==> config.mk <==
export PLATFORM = sky130hd
export DESIGN_NAME = regfile_wr_arbiter
export DESIGN_NICKNAME = d
export VERILOG_FILES = /design/src/rtl/regfile_pkg.sv /design/src/rtl/regfile_wr_arbiter_rr_arbiter_2.sv /design/src/rtl/regfile_wr_arbiter.sv
export SDC_FILE = /design/constraint.sdc
export NUM_CORES = 1
export LEC_CHECK = 0
export CAP_MARGIN = 30
export CORE_UTILIZATION = 34
export CTS_CLUSTER_DIAMETER = 200
export CTS_CLUSTER_SIZE = 12
export DETAILED_ROUTE_END_ITERATION = 8
export GPL_TIMING_DRIVEN = 0
export PLACE_DENSITY = 0.83
export SYNTH_ARGS = -nofsm -noshare
export SYNTH_HDL_FRONTEND = slang
export SYNTH_SLANG_ARGS = --single-unit
==> constraint.sdc <==
create_clock -name Clk -period 1.2 [get_ports Clk]
set_input_delay 0.12 -clock Clk [delete_from_list [all_inputs] [get_ports Clk]]
set_output_delay 0.12 -clock Clk [all_outputs]
set_load 0.1 [all_outputs]
==> src/rtl/regfile_pkg.sv <==
// Shared definitions for the register-file write-port controller:
// default geometry, controller state encoding and requester ids.
package regfile_pkg;

    localparam int DEF_ADDR_W   = 5;
    localparam int DEF_DATA_W   = 32;
    localparam int DEF_NUM_REGS = 32;

    // INIT zeroes every register after reset, ARB serves the two requesters.
    typedef enum logic {
        ST_INIT = 1'b0,
        ST_ARB  = 1'b1
    } wr_state_e;

    // Requester ids, also the encoding of the round-robin pointer.
    localparam logic REQ_A = 1'b0;
    localparam logic REQ_B = 1'b1;

endpackage

==> src/rtl/regfile_wr_arbiter_rr_arbiter_2.sv <==
// Two-way round-robin arbiter: combinational grant, registered pointer.
// The pointer names the requester that wins when both ask at once and
// flips to the other requester after every grant.
module rr_arbiter_2
    import regfile_pkg::*;
(
    input  logic Clk,
    input  logic Reset_n,
    input  logic En,
    input  logic A_Req,
    input  logic B_Req,
    output logic A_Gnt,
    output logic B_Gnt
);

    logic ptr_r;

    // Grant decode: a lone request wins, contention goes to the pointer
    always_comb begin
        A_Gnt = 1'b0;
        B_Gnt = 1'b0;
        if (En) begin
            if (A_Req && (!B_Req || (ptr_r == REQ_A))) begin
                A_Gnt = 1'b1;
            end else if (B_Req) begin
                B_Gnt = 1'b1;
            end else begin
                A_Gnt = 1'b0;
                B_Gnt = 1'b0;
            end
        end else begin
            A_Gnt = 1'b0;
            B_Gnt = 1'b0;
        end
    end

    // Pointer register: hand priority to the other side after each grant
    always_ff @(posedge Clk) begin
        if (!Reset_n) begin
            ptr_r <= REQ_A;
        end else if (A_Gnt) begin
            ptr_r <= REQ_B;
        end else if (B_Gnt) begin
            ptr_r <= REQ_A;
        end else begin
            ptr_r <= ptr_r;
        end
    end

endmodule

==> src/rtl/regfile_wr_arbiter.sv <==
// Write-port controller for the register file. Shares the single write port
// between requester A (writeback) and requester B (load/debug), suppresses
// writes to register 0 when R0_ZERO is set, and registers every write-port
// output so they stay stable across the whole clock period.
// Optional feature macro: RFWA_INIT_SWEEP_EN -- when defined, every reset is
// followed by a sweep that writes zero to all NUM_REGS registers.
module regfile_wr_arbiter
    import regfile_pkg::*;
#(
    parameter int ADDR_W   = DEF_ADDR_W,
    parameter int DATA_W   = DEF_DATA_W,
    parameter int NUM_REGS = DEF_NUM_REGS,
    parameter int R0_ZERO  = 1
) (
    input  logic              Clk,
    input  logic              Reset_n,
    input  logic              A_Req,
    input  logic [ADDR_W-1:0] A_Addr,
    input  logic [DATA_W-1:0] A_Data,
    output logic              A_Gnt,
    input  logic              B_Req,
    input  logic [ADDR_W-1:0] B_Addr,
    input  logic [DATA_W-1:0] B_Data,
    output logic              B_Gnt,
    output logic              RF_WE,
    output logic [ADDR_W-1:0] RF_Awr,
    output logic [DATA_W-1:0] RF_Din,
    output logic              Init_Busy
);

    localparam logic [ADDR_W-1:0] ADDR_ZERO = {ADDR_W{1'b0}};
    localparam logic [DATA_W-1:0] DATA_ZERO = {DATA_W{1'b0}};
    localparam logic              R0_FILTER = (R0_ZERO != 32'sd0);

    logic              gnt_a_s;
    logic              gnt_b_s;
    logic              arb_en_s;
    logic              sweep_wr_s;
    logic [ADDR_W-1:0] sweep_addr_s;

    logic              rf_we_r;
    logic [ADDR_W-1:0] rf_awr_r;
    logic [DATA_W-1:0] rf_din_r;
    logic              rf_we_nxt_s;
    logic [ADDR_W-1:0] rf_awr_nxt_s;
    logic [DATA_W-1:0] rf_din_nxt_s;

`ifdef RFWA_INIT_SWEEP_EN
    // One extra counter bit keeps the terminal count exact for any NUM_REGS.
    localparam int               CNT_W    = ADDR_W + 1;
    localparam logic [CNT_W-1:0] CNT_ZERO = {CNT_W{1'b0}};
    localparam logic [CNT_W-1:0] CNT_STEP = {{ADDR_W{1'b0}}, 1'b1};
    localparam logic [CNT_W-1:0] CNT_LAST = CNT_W'(NUM_REGS - 1);

    wr_state_e        state_r;
    wr_state_e        state_nxt_s;
    logic [CNT_W-1:0] cnt_r;
    logic [CNT_W-1:0] cnt_nxt_s;

    // State and sweep counter registers; reset always restarts the sweep
    always_ff @(posedge Clk) begin
        if (!Reset_n) begin
            state_r <= ST_INIT;
            cnt_r   <= CNT_ZERO;
        end else begin
            state_r <= state_nxt_s;
            cnt_r   <= cnt_nxt_s;
        end
    end

    // Sweep sequencing: step the address, leave INIT after the last register
    always_comb begin
        state_nxt_s = state_r;
        cnt_nxt_s   = cnt_r;
        case (state_r)
            ST_INIT: begin
                cnt_nxt_s = cnt_r + CNT_STEP;
                if (cnt_r == CNT_LAST) begin
                    state_nxt_s = ST_ARB;
                end else begin
                    state_nxt_s = ST_INIT;
                end
            end
            ST_ARB: begin
                state_nxt_s = ST_ARB;
                cnt_nxt_s   = cnt_r;
            end
            default: begin
                state_nxt_s = ST_INIT;
                cnt_nxt_s   = CNT_ZERO;
            end
        endcase
    end

    assign sweep_wr_s   = (state_r == ST_INIT);
    assign sweep_addr_s = cnt_r[ADDR_W-1:0];
    assign arb_en_s     = Reset_n & (state_r == ST_ARB);
    assign Init_Busy    = (state_r == ST_INIT);
`else
    assign sweep_wr_s   = 1'b0;
    assign sweep_addr_s = ADDR_ZERO;
    assign arb_en_s     = Reset_n;
    assign Init_Busy    = 1'b0;
`endif

    // Grants are suppressed while in reset so a reset edge never loses a write.
    rr_arbiter_2 u_rr_arbiter_2 (
        .Clk     (Clk),
        .Reset_n (Reset_n),
        .En      (arb_en_s),
        .A_Req   (A_Req),
        .B_Req   (B_Req),
        .A_Gnt   (gnt_a_s),
        .B_Gnt   (gnt_b_s)
    );

    assign A_Gnt = gnt_a_s;
    assign B_Gnt = gnt_b_s;

    // Write-port source select: sweep, granted requester, or hold
    always_comb begin
        rf_we_nxt_s  = 1'b0;
        rf_awr_nxt_s = rf_awr_r;
        rf_din_nxt_s = rf_din_r;
        if (sweep_wr_s) begin
            rf_we_nxt_s  = 1'b1;
            rf_awr_nxt_s = sweep_addr_s;
            rf_din_nxt_s = DATA_ZERO;
        end else if (gnt_a_s) begin
            rf_we_nxt_s  = !(R0_FILTER && (A_Addr == ADDR_ZERO));
            rf_awr_nxt_s = A_Addr;
            rf_din_nxt_s = A_Data;
        end else if (gnt_b_s) begin
            rf_we_nxt_s  = !(R0_FILTER && (B_Addr == ADDR_ZERO));
            rf_awr_nxt_s = B_Addr;
            rf_din_nxt_s = B_Data;
        end else begin
            rf_we_nxt_s  = 1'b0;
            rf_awr_nxt_s = rf_awr_r;
            rf_din_nxt_s = rf_din_r;
        end
    end

    // Write-port output registers
    always_ff @(posedge Clk) begin
        if (!Reset_n) begin
            rf_we_r  <= 1'b0;
            rf_awr_r <= ADDR_ZERO;
            rf_din_r <= DATA_ZERO;
        end else begin
            rf_we_r  <= rf_we_nxt_s;
            rf_awr_r <= rf_awr_nxt_s;
            rf_din_r <= rf_din_nxt_s;
        end
    end

    assign RF_WE  = rf_we_r;
    assign RF_Awr = rf_awr_r;
    assign RF_Din = rf_din_r;

endmodule
==> impl_results.md, run 1 <==
* Status: finished, violations left
* Violated checks: setup timing
* Critical Path Source Type: flip-flop
* Final setup viols at 39
* Root Driver: clkbuf_8
* Slowest stage cell, crit path: dfxtp_2
* Vias in the first global route at 2415
* Req. time, crit path at 1.08 ns
* Leakage at 0.00135 uW
* Die width at 77.8 um
* Total global-route track usage at 25.0%
* Tmin final at 1.49 ns
* Grt ovf at 0
* Slowest cell delay on critical path at 0.33 ns
* Peak supply drop at 0.483 mV
* Commonest non-fill, non-tap cells in the layout: 76 x clkdlybuf4s50_1, 38 x dfxtp_2, 37 x nand3_1, 32 x buf_2, 30 x a31oi_1
* Post-synthesis sequential area ratio at 39.9%
* Gp weighted congestion at 0.773
* Largest net degree at the start of global routing at 12
* CTS tree: built
* IO Count at 119
* Worst skew pair latency at 0.29 ns
* Average wire per standard cell at 16.9 um
* Hold Fails Final Rpt at 0
* DRC Markers at 0
* Detailed Route WL at 7420 um
* Vias at 2489
* Antenna viol nets, final at 0
* Worst Setup SP: u_rr_arbiter_2.ptr_r
* Initial antenna violation count at 0
* Nets at 445
* Post-DP HPWL at 4850 um
* Leading cell type in the layout, fill and taps excluded: clkdlybuf4s50_1
* RSZ-0062 raised after global routing: yes
* Number of clock sinks at 39
* Post-synthesis cell count at 236
* DR pass1 iterations at 5
* Final WS setup at -0.293 ns
* Final period util at 124%
* DR vias/cell at 5.66
* Crit. End Element: output port
* Post-synth cell types at 23
* Area Overhead vs Synth at 84.7%
* Setup clock skew after layout at 0.0108 ns
* Die Ht at 77.8 um
* CP cell instances: and2_4, nand3b_1, buf_6, clkinvlp_4, buf_12
* Starting DRC count in detailed routing at 155
* Pre-CTS setup slack at -1.29 ns
* Critical path arrival at 1.37 ns
* Critical path buffer and inverter count at 3
* Critical path's top delay family: buffers and inverters
* Starting Density at 35.5%
* Slew headroom at 65.4%
* Ys Warns at 0
* Antenna cell count at 0
* Setup tns final at -3.55 ns
* CP Max Fanout at 4
* Synth async-reset ratio at 0%
* Min-Delay Path Class: in2reg
* Pwr Total at 4070 uW
* Slew @ Worst Pin at 0.519 ns
* Beginning of the worst register-to-register path: u_rr_arbiter_2.ptr_r
* First-pass GRT wire length at 12100 um
* Core area at 5510 um^2
* FP Rows at 27
* Post-synthesis cell area at 1950 um^2
* Final Slew Violations at 0
* Worst-case clock buffer depth at 2
* CTS buffer count at 5
* Yosys reg bits at 39
* Post-synth EDFFs at 0
* CP Class: reg2out
* Max_cap viols at 0
* Die Area at 6060 um^2
* Ys flop type: dfxtp_1
* Power per cell area at 1130 nW/um^2
* Highest Clock Rate at 0.670 GHz
* Mean Syn Cell Area at 8.28 um^2
* Fill cells at 453
* Worst Hold Launch: Reset_n
* Port Buffers at 117
* Net Count, Synth at 314
* Worst-path clk slew at 0.08 ns
* Share of cells above drive strength 1 at 44.0%
* Htree depth at 2
[final cells by class]
cell class | count | area [um^2] | share of cell area [%]
Inverter | 2 | 11.3 | 0.312
Timing Repair Buffer | 125 | 1130 | 31.2
Sequential cell | 39 | 828 | 22.9
Clock buffer | 7 | 76.3 | 2.11
Clock inverter | 1 | 5.00 | 0.139
Buffer | 31 | 268 | 7.42
Multi-Input combinational cell | 163 | 1200 | 33.4
Tap cell | 72 | 90.1 | 2.50
[cells by family after synthesis]
logic type	Yosys count	share of synthesized area, %
compound gates	113	36.7
buf+inv	34	10.1
flops	39	39.9
other cells	1	0.192
simple gates	49	13.1
[cells in the mapped netlist, types with 2 or more instances]
cell type | n | area share [%]
nor2_1 | 3 | 0.58
o21ai_1 | 16 | 4.1
buf_6 | 3 | 1.7
or4_1 | 2 | 0.77
and2_1 | 2 | 0.64
dfxtp_1 | 39 | 40
buf_2 | 13 | 3.3
buf_4 | 8 | 3.1
buf_1 | 2 | 0.38
clkbuf_1 | 6 | 1.2
o31ai_1 | 37 | 14
a31oi_1 | 37 | 12
nand3_1 | 37 | 9.5
nand2b_1 | 2 | 0.64
o21ai_0 | 21 | 5.4
[through the flow]
step	hold WS, ns	util (%)	area [um^2]	std cells
floorplan	0.277	-	2020	236
global placement	0.467	59.6	3280	425
detailed placement	0.471	59.6	3280	425
CTS	0.393	60.2	3310	438
global route	0.406	65.6	3610	440
finish	0.373	65.6	3610	440
[worst register-to-register path: stages, from the launching register on]
cell	delay (ns)
dfxtp_2	0.33
and2_4	0.15
nand3b_1	0.20
buf_4	0.18
buf_8	0.15
clkbuf_16	0.16
a31oi_1	0.12
[path summary, 6_finish.rpt]
path         slack, ns    endpoint  cells after the start
max              -0.29       A_Gnt                      5
min               0.37  RF_Din[22]                      4
max reg2reg      -0.16   RF_Din[4]                      6
min reg2reg       0.47  RF_Din[14]                      2
[where the power goes]
group / leakage (uW) / total, uW / switching, uW / internal (uW)
logic: 0.000970 / 1730 / 1160 / 571
clock network: 0.0000422 / 871 / 462 / 409
registers: 0.000335 / 1470 / 57.2 / 1410
total: 0.00135 / 4070 / 1680 / 2390
[state kept, by name, indices dropped and copies added, names as in the netlist]
name                  count
u_rr_arbiter_2.ptr_r      1
RF_Din                   32
RF_WE                     1
RF_Awr                    5
[what timing repair did]
item,CTS,global route
setup buffers,6,1
setup endpoints to repair,71,45
hold buffers,0,0
cloned,0,1
gates resized for setup,245,60
pin swaps,5,10
[routing by layer]
layer  track usage, %  vias up  wire [um]  share of wire [%]
met5                0        -          0                  0
met1             33.6     1165       3120                 42
met3             5.29        6        670                9.0
met2             41.0      140       3560                 48
met4             5.09        0         68               0.92
li1                 -     1178          -                  -
Power figures use the tool's default switching activity.
==> run 2, diff against run 1 <==
CORE_MARGIN = 1.5   (was default)
SKIP_CTS_REPAIR_TIMING = 1   (was default)
==> impl_results.md, run 2 (synthesis results as in run 1) <==
* Core area at 5540 um^2
* Slew headroom at 61.0%
* Sw Pwr at 1690 uW
* Starting DRC count in detailed routing at 106
* Combinational Power Share at 38.4%
* Leakage at 0.00138 uW
* Area Overhead vs Synth at 86.9%
* Max FFs per register at 32
* Design area at 3650 um^2
* Clock Power Share at 29.1%
* Worst reg2reg endpoint: RF_Din[7]
* Slew @ Worst Pin at 0.585 ns
* DRC Markers at 0
* Sequential cell area at 828 um^2
* Req. time, crit path at 1.08 ns
* Final setup viols at 27
* Initial antenna violation count at 0
* Worst Setup SP: u_rr_arbiter_2.ptr_r
* CP Class: reg2out
* Switching portion of total power at 37.4%
* Area occupied by multi-input gates at 1140 um^2
* Root Driver: clkbuf_8
* Average wire per standard cell at 16.9 um
* CP Max Fanout at 5
* Violated checks: setup timing
* CP cell instances: and2_4, nand3b_1, buf_6, clkinvlp_4, buf_12
* Post-DP HPWL at 4940 um
* Fill cells at 486
* Detailed Route WL at 7510 um
* Die Ht at 78.8 um
* Status: finished, violations left
* Setup clock skew after layout at 0.00701 ns
* FP Rows at 27
* Commonest non-fill, non-tap cells in the layout: 76 x clkdlybuf4s50_1, 38 x dfxtp_2, 37 x nand3_1, 37 x a31oi_1
* Vias in the first global route at 2426
* Slowest cell delay on critical path at 0.34 ns
* Critical path's top delay family: buffers and inverters
* CP Capture Point: A_Gnt
* Flop pwr share at 32.4%
* CTS tree: built
* Hold Fails Final Rpt at 0
* Vias at 2511
* Max_cap viols at 0
* Power per cell area at 1240 nW/um^2
* Leading cell type in the layout, fill and taps excluded: clkdlybuf4s50_1
* Highest Clock Rate at 0.633 GHz
* Slowest stage cell, crit path: dfxtp_2
* Worst skew pair latency at 0.29 ns
* Share of cells above drive strength 1 at 44.5%
* Largest net degree at the start of global routing at 13
* Starting Density at 35.3%
* RSZ-0062 raised after global routing: yes
* Nets at 450
* Setup tns final at -2.58 ns
* Final period util at 132%
* Pwr Total at 4520 uW
* Antenna viol nets, final at 0
* Placed cell count at 425
* Layout Cells excl Fill at 445
* Crit. End Element: output port
* Antenna cell count at 0
* Critical path depth at 5
* Grt ovf at 0
* Port Buffers at 117
* Fin Hold WS at 0.377 ns
* Number of clock sinks at 39
* Worst-path clk slew at 0.08 ns
* Peak supply drop at 0.691 mV
* First-pass GRT wire length at 11700 um
* Min-Delay Path Class: in2reg
* Worst-case clock buffer depth at 2
* CTS buffer count at 5
* Worst Hold Launch: Reset_n
* Critical path buffer and inverter count at 3
* DR pass1 iterations at 4
* Critical Path Source Type: flip-flop
* Worst r2r path cells at 5
* Htree depth at 2
* Beginning of the worst register-to-register path: u_rr_arbiter_2.ptr_r
* Gp weighted congestion at 0.715
* Reg2reg setup slack at -0.14 ns
* IO Count at 119
* DR vias/cell at 5.64
* WHS Path Cells at 4
* Placed instance area at 3280 um^2
* Die width at 78.8 um
* Die Area at 6210 um^2
* Tmin final at 1.58 ns
* Final Slew Violations at 0
* Final WS setup at -0.380 ns
* Int Power at 2830 uW
* Critical path arrival at 1.46 ns
* Total global-route track usage at 23.7%
[run 2: cell types whose count changed in the layout (fill, tap and decap cells not counted), moves of 2 or more]
cell	before	now
a31oi_4	5	0
a31oi_1	30	37
o31ai_1	29	25
clkbuf_4	12	25
a31oi_2	2	0
o21ai_1	7	17
o21ai_2	18	20
o21ai_0	11	0
buf_6	11	13
buf_2	32	20
bufinv_16	0	2
o31ai_2	7	10
buf_4	13	15
[run 2: layout make-up]
type	count	area share, %
plain buffers	30	7.67
clock buffers	6	1.99
clock inverters	2	1.64
inverters	2	0.308
multi-input cells	163	31.2
flip-flops and latches	39	22.7
well taps	72	2.47
repair buffers	131	32.0
[run 2: tightest hold or removal path, cell delays in order]
cell            delay [ns]
dlymetal6s2s_1        0.17
buf_2                 0.21
o31ai_1               0.09
a31oi_1               0.04
[run 2: stage by stage]
stage,util (%),worst slack [ns]
floorplan,-,-0.155
global placement,59.2,-1.25
detailed placement,59.2,-1.27
CTS,61.6,-1.27
global route,65.9,-0.433
finish,65.9,-0.380
[run 2: routing by layer]
metal / GRT usage, % / routed length [um]
met5: 0 / 0
met4: 5.79 / 44
met3: 6.78 / 726
met2: 38.9 / 3670
met1: 30.6 / 3070
[run 2: power by group through the flow]
| stage | Clock [uW] | Sequential, uW | Combinational (uW) |
|---|---|---|---|
| after floorplan | 0 | 2160 | 392 |
| after global placement | 0 | 1480 | 1610 |
| after detailed placement | 0 | 1490 | 1620 |
| after CTS | 1320 | 1460 | 1630 |
| after global routing | 1380 | 1480 | 1810 |
| final | 1320 | 1470 | 1740 |
[run 2: worst min path at each step]
stage	endpoint	slack (ns)
final	RF_Din[23]	0.38
after global routing	RF_Din[24]	0.40
after CTS	RF_Din[30]	0.39
after detailed placement	u_rr_arbiter_2.ptr_r	0.48
after global placement	u_rr_arbiter_2.ptr_r	0.47
after floorplan	RF_Din[19]	0.28
